[config.mk]
export PLATFORM = sky130hd
export DESIGN_NAME = unsigned_pipe_mac
export DESIGN_NICKNAME = d
export VERILOG_FILES = /design/src/rtl/unsigned_pipe_mac.sv
export SDC_FILE = /design/constraint.sdc
export NUM_CORES = 1
export LEC_CHECK = 0
export ABC_CLOCK_PERIOD_IN_PS = 1800
export CAP_MARGIN = 20
export CORE_AREA = 3 3 55 52
export DETAILED_ROUTE_END_ITERATION = 8
export DIE_AREA = 0 0 58 55
export PLACE_DENSITY_LB_ADDON = 0.1
export SLEW_MARGIN = 20
export SYNTH_ARGS = -nofsm -noshare
export SYNTH_HDL_FRONTEND = slang
export SYNTH_SLANG_ARGS = --single-unit
[constraint.sdc]
create_clock -name clk -period 1.8 [get_ports clk]
set_clock_uncertainty 0.05 [all_clocks]
set_input_delay 0.36 -clock clk [delete_from_list [all_inputs] [get_ports clk]]
set_output_delay 0.36 -clock clk [all_outputs]
set_load 0.01 [all_outputs]
[src/rtl/unsigned_pipe_mac.sv]
// -----------------------------------------------------------------------------
// unsigned_pipe_mac
//
// Purpose:
//   Pipelined unsigned multiply-accumulate leaf: out = i_a * i_b + i_c.
//   Free-running, with no handshake. One operand set is accepted and one
//   result is produced on every clock.
//
//   Default build: two register stages, so latency is 2 rising edges.
//     Stage 1: product and delayed addend.
//     Stage 2: sum, registered onto out.
//
//   Optional build macro: UNSIGNED_PIPE_INREG_EN
//     When defined, an input register stage captures i_a/i_b/i_c ahead of
//     Stage 1. Latency becomes 3 rising edges. Throughput and result are
//     unchanged.
//
// Parameters:
//   W_IN   operand width (i_a, i_b, i_c)
//   W_OUT  result width, must equal 2*W_IN. The maximum result is
//          2^(2*W_IN) - 2^W_IN, so the sum never carries out.
//
// Ports:
//   clk    input         rising-edge clock
//   rst_n  input         asynchronous active-low reset; clears all state
//   i_a    input  W_IN   unsigned multiplicand
//   i_b    input  W_IN   unsigned multiplier
//   i_c    input  W_IN   unsigned addend
//   out    output W_OUT  registered result
// -----------------------------------------------------------------------------
module unsigned_pipe_mac #(
    parameter int W_IN  = 4,
    parameter int W_OUT = 8
) (
    input  logic             clk,
    input  logic             rst_n,
    input  logic [W_IN-1:0]  i_a,
    input  logic [W_IN-1:0]  i_b,
    input  logic [W_IN-1:0]  i_c,
    output logic [W_OUT-1:0] out
);

    // Zero-extend an operand to the result width before any arithmetic.
    function automatic logic [W_OUT-1:0] zext(input logic [W_IN-1:0] v);
        zext = W_OUT'(v);
    endfunction

    // Operands as seen by Stage 1.
    logic [W_IN-1:0] a_s;
    logic [W_IN-1:0] b_s;
    logic [W_IN-1:0] c_s;

`ifdef UNSIGNED_PIPE_INREG_EN
    // ---- Input register stage ----
    logic [W_IN-1:0] a_in_q;
    logic [W_IN-1:0] b_in_q;
    logic [W_IN-1:0] c_in_q;

    always_ff @(posedge clk or negedge rst_n) begin
        if (!rst_n) begin
            a_in_q <= '0;
            b_in_q <= '0;
            c_in_q <= '0;
        end else begin
            a_in_q <= i_a;
            b_in_q <= i_b;
            c_in_q <= i_c;
        end
    end

    assign a_s = a_in_q;
    assign b_s = b_in_q;
    assign c_s = c_in_q;
`else
    assign a_s = i_a;
    assign b_s = i_b;
    assign c_s = i_c;
`endif

    // ---- Stage 1: product, addend delayed alongside it ----
    logic [W_OUT-1:0] prod_d;
    logic [W_OUT-1:0] prod_q;
    logic [W_IN-1:0]  c_q;

    always_comb begin
        prod_d = zext(a_s) * zext(b_s);
    end

    always_ff @(posedge clk or negedge rst_n) begin
        if (!rst_n) begin
            prod_q <= '0;
            c_q    <= '0;
        end else begin
            prod_q <= prod_d;
            c_q    <= c_s;
        end
    end

    // ---- Stage 2: accumulate and register the result ----
    logic [W_OUT-1:0] out_d;
    logic [W_OUT-1:0] out_q;

    always_comb begin
        out_d = prod_q + zext(c_q);
    end

    always_ff @(posedge clk or negedge rst_n) begin
        if (!rst_n) begin
            out_q <= '0;
        end else begin
            out_q <= out_d;
        end
    end

    assign out = out_q;

endmodule

==> flow_summary_export.csv <==
group,metric,value,unit
status,outcome,"finished, violations left",
power,irDropWorstVdd,528,µV
synth,synthesis.area,1160,µm²
routing,route.vias.total,822,
critical_path,reg2reg_depth,7,
layout,nets,176,
sta,period_minus_slack,2220,ps
synth,synthFlopType,"dfrtp_1",
critical_path,crit_path_end_kind,"flip-flop",
power,power.leakage,0.809,nW
layout,stdcell_count,167,
routing,wl_per_cell,12.2,µm
placed_design,dp_cells,162,
synth,synth_seq_cells,20,
global_route,grt_max_degree,21,
critical_path,worst_path_largest_cell_delay,560,ps
routing,drc,0,
synth,yosysSeqAreaShare,43.2,%
sta,setup_viol,5,
critical_path,reg2reg_from,"prod_q[0]",
sta,report.final.slew_viol_count,0,
synth,synthArstFlopShare,100,%
routing,wl,2.03,mm
sta,rsz0062_at_grt,"true",
placed_design,gp_congestion,0.712,
routing,drt-pass1-iter-count,4,
synth,yosysTopAreaCellShare,43.2,%
clocking,cts-root-buf,"clkbuf_4",
power,total_power,1.33,mW
critical_path,cp_top_family,"adder cells",
routing,detail-route-antenna-nets,0,
sta,fin_crit_sh,124,%
floorplanning,initial_utilization,48.6,%
worst_hold_path,hp-class,"primary input to flip-flop",
floorplanning,core_area,2380,µm²
synth,synth.area.top_cells,"dfrtp_1 (43%), ha_1 (17%), fa_1 (8.6%)",
placed_design,io_buffers,21,
job,drv_cap,0,
synth,ys_warn_count,0,
clocking,numCtsBuffers,3,
worst_hold_path,min_from,"i_a[0]",
global_route,grt_pass1_wl,3.74,mm
synth,yosys.area.top_type,"dfrtp_1",
sta,slew_headroom,82.9,%
synth,synth_cell_types,18,
layout,final_area,1650,µm²
power,power.density,809,nW/µm²
global_route,gr-usage-all-layers,15.8,%
worst_hold_path,min_to,"prod_q[0]",
placed_design,placed_cell_area,1530,µm²
layout,syn2layout_area_growth,42.4,%
synth,synthesis.nets,137,
critical_path,r2r-end,"out[6]",
synth,syn_avg_cell_area,11.3,µm²
placed_design,pre_cts_ws,-1280,ps
floorplanning,die_x,58,µm
critical_path,path_buf_inv,3,
critical_path,start_kind,"primary input",
synth,yosysMostFrequentCell,"dfrtp_1",
critical_path,r2r_slack,130,ps
placed_design,hpwl,1.65,mm
floorplanning,die-area,3190,µm²
critical_path,cpMaxStageDelayCell,"fa_1",
clocking,clk_latency,290,ps
worst_hold_path,hold_path_depth,2,
sta,tightest_slew,256,ps
critical_path,cp.arrival,2360,ps
global_route,overflow,0,
critical_path,worstPathCellList,"buf_8 -> nand2_4 -> fa_1 -> fa_1 -> buf_4 -> fa_2 -> inv_1 -> a21o_1 -> a21oi_2 -> xnor2_1",
routing,viasPerCell,4.92,
critical_path,path_max_fanout,3,
floorplanning,die_y,55,µm
global_route,antenna_found_initial,0,
sta,max_freq,450,MHz
global_route,first_global_vias,893,
clocking,cts_buffer_depth,2,
clocking,clock_sinks,20,
synth,synth_edf_count,0,
clocking,cts_max_level,1,
clocking,ctsHoldBuffers,0,
synth,synthTopCellsByCount,"dfrtp_1 (20), ha_1 (16), inv_1 (15)",
sta,layout_setup_ws,-424,ps
critical_path,cp.required,1930,ps
floorplanning,io_pins,22,
layout,drive_gt1_share,29.5,%
clocking,cts_tree,"built",
floorplanning,row_count,17,
synth,synth_cells,102,
routing,first_iter_violations,7,
critical_path,criticalPathCategory,"primary input to flip-flop",
status,violations,"negative setup slack",
critical_path,crit_top_cell,"fa_1",
sta,hold_viol,0,
layout,diodes,0,
clocking,clk_pin_slew,100,ps
sta,finalSetupTns,-1700,ps
-- how the worst max path moves through the flow --
stage               startpoint         to  slack, ps  depth (start not counted)
floorplan               i_a[2]  prod_q[7]       -500                          9
global route            i_b[2]  prod_q[7]       -490                         10
finish                  i_a[1]  prod_q[6]       -420                         10
detailed placement      i_a[2]  prod_q[7]      -1280                         10
CTS                     i_a[2]  prod_q[7]       -480                         10
global placement        i_a[2]  prod_q[7]      -1180                         10
-- sequential cells by signal, summed over array words and instances, names as in the netlist --
signal,count
out,8
c_q,4
prod_q,8
-- logic make-up after synthesis --
kind of cell,count (synthesis),share of synthesized area [%]
AOI/OAI and AO/OA,16,9.95
xor gates and xnor gates,9,6.81
adders and majority gates,21,25.9
buffers and inverters,15,4.86
DFF,20,43.2
and+or+nand+nor,21,9.19
-- what timing repair did --
action	CTS	global route
gates resized for setup	40	11
pin swaps	8	8
setup buffers	1	1
setup endpoints to repair	6	6
gates cloned	0	0
-- per-stage QoR --
stage / hold WS (ps) / util (%)
after global placement: 384 / 64.3
after global routing: 228 / 69.2
after floorplan: 14.4 / -
after CTS: 233 / 67.5
after detailed placement: 388 / 64.3
final: 240 / 69.2
-- worst register-to-register path, delay by kind of cell, from the launching register on --
family	cells	cell delay [ps]
AND/OR/NAND/NOR	1	120
adder cells (fa/ha/maj)	2	550
buffers and inverters	1	60
XOR/XNOR	1	120
flip-flops	1	360
AO/OA/AOI/OAI	2	300
-- layer usage --
| layer | share of wire [%] | routed length, µm | vias up | track usage, % |
|---|---|---|---|---|
| li1 | - | - | 408 | - |
| met1 | 38 | 782 | 390 | 16.8 |
| met2 | 56 | 1140 | 20 | 31.6 |
| met3 | 3.8 | 77 | 4 | 2.09 |
| met4 | 1.7 | 34 | 0 | 6.95 |
| met5 | 0 | 0 | - | 0 |
-- report_power, final --
| part | leakage, nW | internal (mW) | total, mW | switching, mW |
|---|---|---|---|---|
| clock | 0.0138 | 0.0778 | 0.201 | 0.123 |
| sequential | 0.241 | 0.544 | 0.587 | 0.0427 |
| combinational | 0.553 | 0.313 | 0.545 | 0.232 |
| total | 0.809 | 0.935 | 1.33 | 0.398 |
-- placed cells by master (no fill, tap or decap), types with 4 or more instances in the layout --
master and count:
a21o_1 4, xnor2_1 7, nand2_1 5, o21ai_1 4
and2_1 9, buf_4 11, inv_1 13, ha_1 12
buf_6 4, dfrtp_1 20, clkdlybuf4s50_1 13, buf_8 4
-- final cells by class --
class | instances | area [µm²]
Fill cell | 189 | 734
Multi-Input combinational cell | 67 | 694
Sequential cell | 20 | 500
Timing Repair Buffer | 34 | 339
Inverter | 15 | 56.3
Tap cell | 28 | 35.0
Clock buffer | 3 | 22.5
Note: power is estimated with default switching activity, not from simulation.
